===== src/rtl/io_hub.sv =====
// Memory-mapped I/O hub: relocatable 4-byte register window, PS/2 scancode FIFO and video mode register.
// Optional keyboard interrupt (irq_en register at +3, registered irq) is built when IO_IRQ_EN is defined.
module io_hub #(
    parameter logic [15:0] BASE   = 16'h0200,
    parameter int          DEPTH  = 16,
    parameter int          MODE_W = 2
) (
    input  logic              clock,
    input  logic              reset_n,
    input  logic [15:0]       address,
    input  logic [7:0]        din,
    input  logic              we,
    input  logic [7:0]        mem_q,
    output logic [7:0]        dout,
    output logic              sel,
    input  logic [7:0]        ps2_data,
    input  logic              ps2_hit,
    output logic [MODE_W-1:0] mode,
    output logic              irq
);

    localparam int AW = $clog2(DEPTH);
    localparam int CW = AW + 1;
    localparam logic [CW-1:0] FULL_COUNT = CW'(DEPTH);

    // Register offsets within the window.
    localparam logic [1:0] OFS_DATA   = 2'd0;
    localparam logic [1:0] OFS_STATUS = 2'd1;
    localparam logic [1:0] OFS_MODE   = 2'd2;
    localparam logic [1:0] OFS_IRQ    = 2'd3;

    logic [7:0]    fifo_mem [DEPTH];
    logic [AW-1:0] rd_ptr;
    logic [AW-1:0] wr_ptr;
    logic [CW-1:0] count;
    logic          overflow;

    logic [1:0]    offset;
    logic          reg_wr;
    logic          pop_req;
    logic          flush;
    logic          clr_ovf;
    logic          empty;
    logic          full;
    logic          nonempty;
    logic          do_pop;
    logic          do_push;
    logic          ovf_set;
    logic [7:0]    head;
    logic [7:0]    status;
    logic [7:0]    mode_rd;
    logic [7:0]    irq_rd;
    logic          unused_din;

    // Window decode: BASE is 4-byte aligned, so the top 14 address bits select the window.
    assign sel    = (address[15:2] == BASE[15:2]);
    assign offset = address[1:0];
    assign reg_wr = we & sel;

    assign pop_req = reg_wr && (offset == OFS_DATA);
    assign flush   = reg_wr && (offset == OFS_STATUS) && din[7];
    assign clr_ovf = reg_wr && (offset == OFS_STATUS) && din[6];

    assign empty    = (count == '0);
    assign full     = (count == FULL_COUNT);
    assign nonempty = ~empty;

    // ps2_hit is a one-cycle valid strobe with no ready/backpressure: a push the FIFO
    // cannot accept is dropped and recorded in the sticky overflow flag.
    // A pop frees a slot in the same cycle, so a full FIFO can accept push+pop together.
    assign do_pop  = pop_req & nonempty & ~flush;
    assign do_push = ps2_hit & ~flush & (~full | do_pop);
    assign ovf_set = ps2_hit & ~flush & full & ~do_pop;

    always_ff @(posedge clock) begin
        if (do_push) begin
            fifo_mem[wr_ptr] <= ps2_data;
        end
    end

    always_ff @(posedge clock or negedge reset_n) begin
        if (!reset_n) begin
            rd_ptr <= '0;
            wr_ptr <= '0;
            count  <= '0;
        end else if (flush) begin
            rd_ptr <= '0;
            wr_ptr <= '0;
            count  <= '0;
        end else begin
            if (do_pop) begin
                rd_ptr <= rd_ptr + 1'b1;
            end
            if (do_push) begin
                wr_ptr <= wr_ptr + 1'b1;
            end
            if (do_push && !do_pop) begin
                count <= count + 1'b1;
            end else if (do_pop && !do_push) begin
                count <= count - 1'b1;
            end
        end
    end

    // A dropped push in the same cycle as clear-overflow keeps the flag set.
    always_ff @(posedge clock or negedge reset_n) begin
        if (!reset_n) begin
            overflow <= 1'b0;
        end else if (ovf_set) begin
            overflow <= 1'b1;
        end else if (clr_ovf) begin
            overflow <= 1'b0;
        end
    end

    always_ff @(posedge clock or negedge reset_n) begin
        if (!reset_n) begin
            mode <= '0;
        end else if (reg_wr && (offset == OFS_MODE)) begin
            mode <= din[MODE_W-1:0];
        end
    end

`ifdef IO_IRQ_EN
    logic irq_en;

    always_ff @(posedge clock or negedge reset_n) begin
        if (!reset_n) begin
            irq_en <= 1'b0;
            irq    <= 1'b0;
        end else begin
            if (reg_wr && (offset == OFS_IRQ)) begin
                irq_en <= din[0];
            end
            irq <= irq_en & nonempty;
        end
    end

    assign irq_rd = {7'b0, irq_en};
`else
    assign irq    = 1'b0;
    assign irq_rd = 8'h00;
`endif

    assign head   = empty ? 8'h00 : fifo_mem[rd_ptr];
    assign status = {nonempty, overflow, 6'(count)};

    always_comb begin
        mode_rd = '0;
        mode_rd[MODE_W-1:0] = mode;
    end

    always_comb begin
        dout = mem_q;
        if (sel) begin
            case (offset)
                OFS_DATA:   dout = head;
                OFS_STATUS: dout = status;
                OFS_MODE:   dout = mode_rd;
                default:    dout = irq_rd;
            endcase
        end
    end

    // Only a few data bits carry meaning per register; the rest are intentionally ignored.
    assign unused_din = &{1'b0, din};

endmodule


===== config.mk =====
export PLATFORM = sky130hd
export DESIGN_NAME = io_hub
export DESIGN_NICKNAME = d
export VERILOG_FILES = /design/src/rtl/io_hub.sv
export SDC_FILE = /design/constraint.sdc
export NUM_CORES = 1
export LEC_CHECK = 0
export BUFFER_PORTS_ARGS = -buffer_cell sky130_fd_sc_hd__buf_4
export CAP_MARGIN = 0
export CORE_UTILIZATION = 53
export DETAILED_ROUTE_END_ITERATION = 16
export PLACE_DENSITY = 0.75
export SLEW_MARGIN = 5
export SYNTH_ARGS = -nofsm -noshare
export SYNTH_HDL_FRONTEND = slang
export SYNTH_SLANG_ARGS = --single-unit

===== constraint.sdc =====
create_clock -name clock -period 2.9 [get_ports clock]
set_input_delay 0.145 -clock clock [delete_from_list [all_inputs] [get_ports clock]]
set_output_delay 0.145 -clock clock [all_outputs]
set_load 0.01 [all_outputs]

* Yosys cells after proc, flatten, opt, wreduce, memory -nomap -nowiden
Memories as Yosys holds them, arrays and structs flattened. Index checks and enable logic that the tools add are counted. W data, S select, Z words.
Word-level totals: output and inout port bits 12, input port bits 44, flip-flop bits (word level) 16, memories 1, logic and storage cells 55, bits in writable memories 128
Operators by class: eq/ne operators 4, bitwise gates (word level) 12, muxes and demuxes 14, $add $sub $neg 4, reductions and logical operators 15
Memories:
- fifo_mem | words 16, width 8, read ports 1, clocked after Yosys merged registers in 0, write ports 1, RTL line 32 | logic [7:0] fifo_mem [DEPTH];
Operators by type and width (number):
- $pmux W8 S3 | 1
- $mux W4 | 4
- $mux W8 | 2
- $mux W5 | 3
- $eq A14 B8 Y1 const B | 1
- $add A4 B1 Y4 const B | 2
- $and A1 B1 Y1 | 7
- $logic_and A1 B1 Y1 | 7
- $reduce_bool A2 Y1 | 3
- $add A5 B1 Y5 const B | 1
- $eq A5 B5 Y1 const B | 1
- $logic_not A5 Y1 | 1
- $sub A5 B1 Y5 const B | 1
- $mux W1 | 4
- $not A1 Y1 | 4
- $reduce_bool A3 Y1 | 1
- $eq A2 B1 Y1 const B | 1
- $eq A2 B2 Y1 const B | 1
- $logic_not A1 Y1 | 2
- $logic_not A2 Y1 | 1
- $or A1 B1 Y1 | 1

* Logic depth before layout (Yosys ltp)
Gate-level depths: netlist (run 1).
word-level depth 13, gate-level depth with buffers 11, gate-level depth less buffers 11

* Least setup slack after synthesis (run 1)
No wires, ideal clock.
path kind register to register, from register count[1], to register count[4], path slack 0.031 ns, data arrival time 2.789 ns, cell stages (with the launch flop) 11, library setup time 0.079 ns, data required time 2.821 ns, clock period less this slack 2.869 ns, buffers on the path 1, cell sequence dfrtp_1 or4_4 buf_6 o21ai_4 o311a_4 nand2_1 fa_1 a21o_1 a21oi_1 mux2i_1 mux2i_1
Between the ends: word-level cells in the longest chain between the ends 9, elaborated cells on any way between the ends 18, classes of those cells add/sub: 2; eq/ne: 1; mux: 3; bitwise: 6; reduce/logical: 6
RTL lines:
- start: declaration | RTL line 35 | logic [CW-1:0] count;
- start signal: assignment | RTL line 98 | count <= count + 1'b1;
- start signal: assignment | RTL line 100 | count <= count - 1'b1;
- $logic_not A5 Y1 | RTL line 64 | assign empty = (count == '0);
- $not A1 Y1 | RTL line 66 | assign nonempty = ~empty;
- $and A1 B1 Y1 (2 in series) | RTL line 71 | assign do_pop = pop_req & nonempty & ~flush;
- $or A1 B1 Y1 | RTL line 72 | assign do_push = ps2_hit & ~flush & (~full | do_pop);
- $and A1 B1 Y1 | RTL line 72
- $logic_and A1 B1 Y1 / $logic_not A1 Y1 (equally long branches) | RTL line 97, 99
- $mux W5 / $logic_and A1 B1 Y1 (equally long branches) | RTL line 97, 99
- $mux W5 / $reduce_bool A3 Y1 (equally long branches)
Parallel ways exist; a longest one is shown, timed or not. The select of a mux whose other input is x is not followed. A chain may end at the register's enable or synchronous reset.

* Worst setup path after layout (run 1)
Ends and elaborated chain as after synthesis.

==> results by group, run 1 <==
Critical path
  – Critical Path Max Stage Delay: a little under 600 ps
  – CP dominant cell by count: mux2i_1
  – Startpoint types: flop
  – R2R Path Start: count[1]
  – Critical path class: flop to flop
  – CP Buf/Inv Count: 0
  – Worst-path cell chain: or4_4, o21ai_4, o311a_4, nand2_2, fa_2, a21o_1, a21oi_1, mux2i_1, mux2i_1
  – Slowest-stage cell, CP: or4_4
  – Crit Path Max Fanout: 6
  – CP delay by family, top: compound AO/OA/AOI/OAI gates
  – Critical path origin: count[1]
  – Crit path required time: about 3300 ps
  – Worst setup EP type: flop
  – Critical Path AT: about 3000 ps

Clock network
  – TritonCTS clock tree: built
  – Worst-Skew Late Latency: 430 ps
  – Num CTS Buffers: 17
  – Clock transition at path regs: roughly 60 ps
  – Clock Path Buffers: 2
  – CTS Sinks: between 100 and 150
  – H-tree levels: 4
  – Post-CTS Setup Inserts: 0
  – Clock root buffer: clkbuf_16

Final layout
  – FILL cells: between 700 and 800
  – Ant diodes: 0
  – P&R area growth vs syn: 20.6%
  – Layout cell share with drive strength beyond 1: 32.2%
  – Layout net count: approximately 520

Status
  – Status: finished, final reports clean

Synth
  – Sequential share of the synthesized area: approximately two thirds
  – Xor and xnor area share after synthesis: 0.697%
  – Post-synthesis register bit count: around 140
  – Predominant post-synthesis flop cell: edfxtp_1
  – Mux contribution to synthesized area: approximately an eighth
  – Simple logic cell fraction of the synthesized area: between 7 and 8%
  – Post-Syn Instances: 385
  – Synth Area in Adders: 2.11%
  – Post-synth ARST share: between 10% and 20%
  – Yosys Warn Count: 0
  – Largest family of logic cells by synthesized area: multiplexers
  – Mean Syn Cell Area: between 15 and 20 µm²
  – Synthesized cell area: ~6300 µm²
  – Post-synth net total: about 440
  – EDFF count, synth: ~130
  – Synth unique cells: 51
  – Post-synthesis compound-gate area fraction: between 7 and 8%

Global routing
  – GRT Util Overall: about 24%
  – Total gr overflow: 0
  – Vias in the first global route: around 3800
  – Largest net degree at the start of global routing: 36
  – Antenna violations before repair: 0
  – Global-route wire length before repair: ~21000 µm

STA
  – Final hold violation count: 0
  – Max-slew violation count: 0
  – Final min period: around 2700 ps
  – Total negative slack: 0 ps
  – Setup Viol. Count Final: 0
  – Final period utilization: between 90% and 100%
  – Fin Clk Skew: a little over 8 ps
  – F_max: 367 MHz
  – Worst-margin pin slew: between 1000 and 1500 ps
  – Worst setup margin: 178 ps
  – Worst slew margin: slightly below 30%
  – RSZ-0062 raised after global routing: no

Routing
  – Vias per cell: about 6.1
  – TritonRoute pass-1 iters: 5
  – Final ANT Viol Nets: 0
  – Vias: 3776
  – DRC viols: 0
  – Routed length per instance: between 20 and 25 µm
  – Final WL: around 14000 µm
  – 1st-iter DRT viols: approximately 280

Die
  – Die Y: 111 µm
  – Die area: approximately 12000 µm²
  – Die X: about 110 µm
  – Starting Density: approximately 55%
  – FP Rows: 39
  – Core box area: between 10000 and 15000 µm²
  – Top Ports: 56

Min path
  – Hold WC Path Type: input pin to flop
  – Hold path start: ps2_data[2]

Power
  – Register share of total power: a little under half
  – Maximum VDD drop: roughly 0.6 mV
  – Switching share of power: about a quarter
  – Clock share of power: 37.4%
  – Leakage: 0.00265 µW
  – Logic pwr share: about 16%
  – P_int: roughly 4100 µW
  – Power density cells: around 740 nW/µm²
  – Sw power: roughly 1400 µW

Placed design
  – Post-DP HPWL: between 9000 and 10000 µm
  – I/O Buffers: 50
  – Place WS: between 100 and 150 ps
  – GPL Wtd Cong: a little under 0.9

Run
  – Maxcap violations: 0
==> stage by stage <==
step | hold WS (ps) | total power, µW | utilization [%] | cell area (µm²) | instances
6_report | 20.2 | 5570 | 66.0 | 7570 | 624
4_1_cts | 12.3 | 5590 | 66.0 | 7570 | 624
2_1_floorplan | -151 | 3160 | - | 6280 | 385
3_5_place_dp | 20.5 | 3510 | 60.8 | 6970 | 589
5_1_grt | 22.3 | 5780 | 66.0 | 7570 | 624
3_3_place_gp | 14.8 | 3470 | 60.8 | 6970 | 589
==> Yosys cell counts, types with 4 or more instances <==
| cell | instances | share of area, % |
|---|---|---|
| edfxtp_1 | 128 | 61 |
| mux4_2 | 28 | 10 |
| nor2_1 | 24 | 1.4 |
| nand2_1 | 19 | 1.1 |
| a21oi_1 | 16 | 1.3 |
| dfrtp_1 | 16 | 6.4 |
| mux2i_1 | 12 | 1.9 |
| nand3_1 | 11 | 0.88 |
| nor3_1 | 10 | 0.80 |
| ha_1 | 9 | 1.8 |
| buf_2 | 8 | 0.64 |
| a31oi_1 | 7 | 0.70 |
| o21ai_0 | 7 | 0.56 |
| a221oi_1 | 6 | 0.84 |
| inv_1 | 6 | 0.36 |
| a22oi_1 | 5 | 0.60 |
| nor2b_1 | 5 | 0.50 |
| o211ai_1 | 5 | 0.60 |
| clkbuf_1 | 4 | 0.24 |
| mux2_2 | 4 | 0.72 |
| nand4_1 | 4 | 0.40 |
| o21ai_1 | 4 | 0.32 |
==> sequential cells by signal, indices dropped and copies added, names as in the netlist <==
register	cells
count	5
fifo_mem	128
mode	2
overflow	1
rd_ptr	4
wr_ptr	4
==> power by group through the flow <==
stage                     Clock [µW]  Combinational (µW)  Sequential (µW)
after floorplan                    0                 544             2610
after global placement             0                 847             2620
after detailed placement           0                 876             2640
after CTS                       2110                 884             2600
after global routing            2190                 974             2620
final                           2080                 889             2600
==> cells by family after synthesis <==
family / Yosys count
AND/OR/NAND/NOR: 90
AO/OA/AOI/OAI: 64
flip-flops: 144
other: 1
buffers and inverters: 27
multiplexers: 44
adder cells (fa/ha/maj): 10
XOR/XNOR: 5
==> timing repair <==
item | CTS | global route
hold buffers | 3 | 0
endpoints found under the setup margin | 1 | 1
hold endpoints to repair | 18 | 0
gates cloned | 0 | 0
gates resized for setup | 1 | 2
==> cell type report <==
class                   count  area (µm²)  area share (%)
clock buffers              18         429            5.67
multi-input cells         214        1900            25.1
repair buffers             84         651            8.59
inverters                   7        26.3           0.347
flip-flops and latches    144        4250            56.1
clock inverters            14         138            1.82
well taps                 143         179            2.36
==> worst paths after layout <==
path	to	slack, ps	cells after the start
setup / recovery	count[4]	180	9
hold reg to reg	overflow	530	2
min in group asynchronous	mode[1]	120	2
max in group asynchronous	rd_ptr[1]	2580	2
setup reg to reg	count[4]	180	9
hold / removal	fifo_mem[11][2]	20	1
==> cells in the final DEF, fill, tap and decap left out, drive strengths merged, types with 3 or more instances in the layout <==
| cell | Yosys | final |
|---|---|---|
| clkbuf | 4 | 18 |
| nand2 | 19 | 19 |
| a31oi | 8 | 8 |
| clkinv | 0 | 6 |
| nor2b | 5 | 5 |
| a22oi | 5 | 5 |
| mux2i | 12 | 12 |
| o21ai | 12 | 12 |
| nor2 | 24 | 24 |
| and3 | 3 | 3 |
| inv | 7 | 10 |
| o21a | 3 | 3 |
| o211ai | 5 | 5 |
| nor3 | 10 | 10 |
| xnor2 | 3 | 3 |
| mux2 | 4 | 4 |
| a221oi | 6 | 6 |
| a21oi | 17 | 17 |
| clkinvlp | 0 | 3 |
| nand3 | 11 | 11 |
| buf | 16 | 81 |
| edfxtp | 128 | 128 |
| dlygate4sd3 | 0 | 3 |
| ha | 9 | 9 |
| nand4 | 5 | 5 |
| dfrtp | 16 | 16 |
| nor4 | 3 | 3 |
| mux4 | 28 | 28 |
==> metal layers <==
layer  global-route usage [%]  vias up  share of wire [%]
met3                     6.62       24                6.6
met5                        0        -                  0
met1                     32.6     1903                 42
li1                         -     1703                  -
met2                     38.3      146                 50
met4                     8.98        0                1.9
(Power assumes the default switching activity.)
==> run 2, diff against run 1 <==
- CORE_MARGIN: not set -> 10
==> run 2 against run 1 <==
Worst setup slack got worse by 49 ps. Critical path depth stayed put. Fmax is 1.8% lower. Power is 0.92% lower. Clock-buffer cell count up 2. Critical path type unchanged. Largest power group unchanged.
==> results by group, run 2 (same netlist as run 1, synthesis figures left out) <==
Placed design
  – Cell area after placement: around 7000 µm²
  – I/O Buffers: 50
  – GPL Wtd Cong: 0.889
  – Post-DP HPWL: 9440 µm
  – Post-Place Cells: 589

Critical path
  – CP Capture Point: count[4]
  – Worst setup EP type: flop
  – Worst-path cell chain: or4_4, o21ai_4, o311a_4, nand2_1, fa_2, a21o_1, a21oi_1, mux2i_1, mux2i_1
  – Reg2Reg Depth: 9
  – Reg-to-Reg End: count[4]
  – Crit path required time: 3240 ps
  – Slowest-stage cell, CP: or4_4
  – Critical Path AT: between 3000 and 4000 ps
  – Startpoint types: flop
  – Critical path class: flop to flop
  – R2R Path Start: count[1]
  – Critical path origin: count[1]
  – Critical Path Max Stage Delay: 590 ps
  – R2R Setup Slk: between 100 and 150 ps
  – CP dominant cell by count: mux2i_1
  – Crit Path Max Fanout: 6

Final layout
  – Layout cell share with drive strength beyond 1: about a third
  – Top reg by flops: fifo_mem
  – FILL cells: ~800
  – Layout net count: approximately 530
  – Commonest non-fill, non-tap cells in the layout: 128 x edfxtp_1, 83 x buf_4, 28 x mux4_2
  – Non-Filler Instances: around 630
  – Max FFs per register: ~130
  – Ant diodes: 0
  – Biggest regs: fifo_mem (128), count (5)
  – P&R area growth vs syn: 20.9%
  – Post-route cell area: approximately 7600 µm²
  – Commonest non-fill, non-tap cell in the layout: edfxtp_1

Die
  – Die area: ~17000 µm²
  – Starting Density: a little over half
  – Top Ports: between 50 and 60
  – Core box area: between 10000 and 15000 µm²
  – Die Y: between 100 and 150 µm
  – FP Rows: 39
  – Die X: 129 µm

STA
  – Final min period: approximately 2800 ps
  – Final period utilization: between 90% and 100%
  – Max-slew violation count: 0
  – Final hold violation count: 0
  – F_max: ~360 MHz
  – Total negative slack: 0 ps
  – RSZ-0062 raised after global routing: no
  – Setup Viol. Count Final: 0
  – Worst slew margin: between 40 and 50%
  – Fin Clk Skew: between 6 and 7 ps
  – Worst-margin pin slew: ~800 ps

Global routing
  – Largest net degree at the start of global routing: 33
  – Global-route wire length before repair: 22600 µm
  – Antenna violations before repair: 0
  – GRT Util Overall: 18.3%
  – Total gr overflow: 0
  – Vias in the first global route: 4006

Power
  – P_int: approximately 4100 µW
  – Register share of total power: between 40% and 50%
  – Power density cells: ~730 nW/µm²
  – Overall Power: ~5500 µW
  – Clock share of power: between 30 and 40%
  – Logic pwr share: around 17%
  – Switching share of power: around a quarter
  – Leakage: around 0.0027 µW
  – Sw power: between 1000 and 1500 µW
  – Maximum VDD drop: between 0.5 and 0.6 mV

Routing
  – Vias per cell: 6.13
  – DRC viols: 0
  – Vias: about 3800
  – Final WL: ~14000 µm
  – 1st-iter DRT viols: 366
  – TritonRoute pass-1 iters: 5
  – Final ANT Viol Nets: 0
  – Routed length per instance: roughly 23 µm

Clock network
  – Clock Path Buffers: 2
  – Clock root buffer: clkbuf_16
  – Worst-Skew Late Latency: 420 ps
  – TritonCTS clock tree: built
  – Num CTS Buffers: 17
  – CTS Sinks: roughly 140
  – H-tree levels: 4
  – Clock transition at path regs: ~60 ps

Status
  – Status: finished, final reports clean

Min path
  – Hold WC Path Type: input pin to flop
  – Hold depth: 1

Run
  – Maxcap violations: 0
==> run 2: critical path, delay by kind of cell (launching register included) <==
family,cells,cell delay [ps]
adder cells (fa/ha/maj),1,410
AO/OA/AOI/OAI,4,740
AND/OR/NAND/NOR,2,740
multiplexers,2,420
flip-flops,1,380
==> run 2: repair_timing <==
action,in CTS,in global routing
hold buffers,3,0
hold endpoints to repair,18,0
gates resized for setup,0,1
setup buffers,0,4
setup endpoints to repair,0,2
==> run 2: how the worst min path moves through the flow <==
stage           startpoint             end  slack, ps
2_1_floorplan      reset_n        count[0]       -150
3_3_place_gp       reset_n       wr_ptr[1]         20
3_5_place_dp       reset_n       wr_ptr[3]         20
4_1_cts        ps2_data[7]  fifo_mem[9][7]         30
5_1_grt        ps2_data[4]  fifo_mem[7][4]         40
6_report       ps2_data[7]  fifo_mem[9][7]         40
==> run 2: cell type report <==
| cell class | instances | area, µm² | share of cell area (%) |
|---|---|---|---|
| Timing Repair Buffer | 88 | 693 | 9.13 |
| Clock buffer | 20 | 437 | 5.75 |
| Multi-Input combinational cell | 214 | 1900 | 25.0 |
| Clock inverter | 12 | 111 | 1.47 |
| Sequential cell | 144 | 4250 | 55.9 |
| Tap cell | 143 | 179 | 2.36 |
| Inverter | 7 | 26.3 | 0.346 |
==> run 2: per-layer routing <==
layer	vias up	share of wire (%)	track usage, %
met2	186	50	30.1
met1	1926	40	22.4
met5	-	0	0
met3	22	8.2	5.50
met4	0	1.8	6.62
li1	1715	-	-
==> run 2: metrics by stage <==
stage	hold WS [ps]	utilization (%)	setup WS, ps
floorplan	-151	-	31.3
global placement	16.4	60.6	190
detailed placement	21.9	60.6	83.8
CTS	25.7	65.6	73.3
global route	42.8	65.9	16.5
finish	39.2	65.9	129
==> run 2: power by group through the flow <==
stage	Sequential [µW]	Clock (µW)	Combinational [µW]
after floorplan	2610	0	544
after global placement	2620	0	821
after detailed placement	2640	0	883
after CTS	2600	2030	898
after global routing	2620	2130	986
final	2600	2010	909
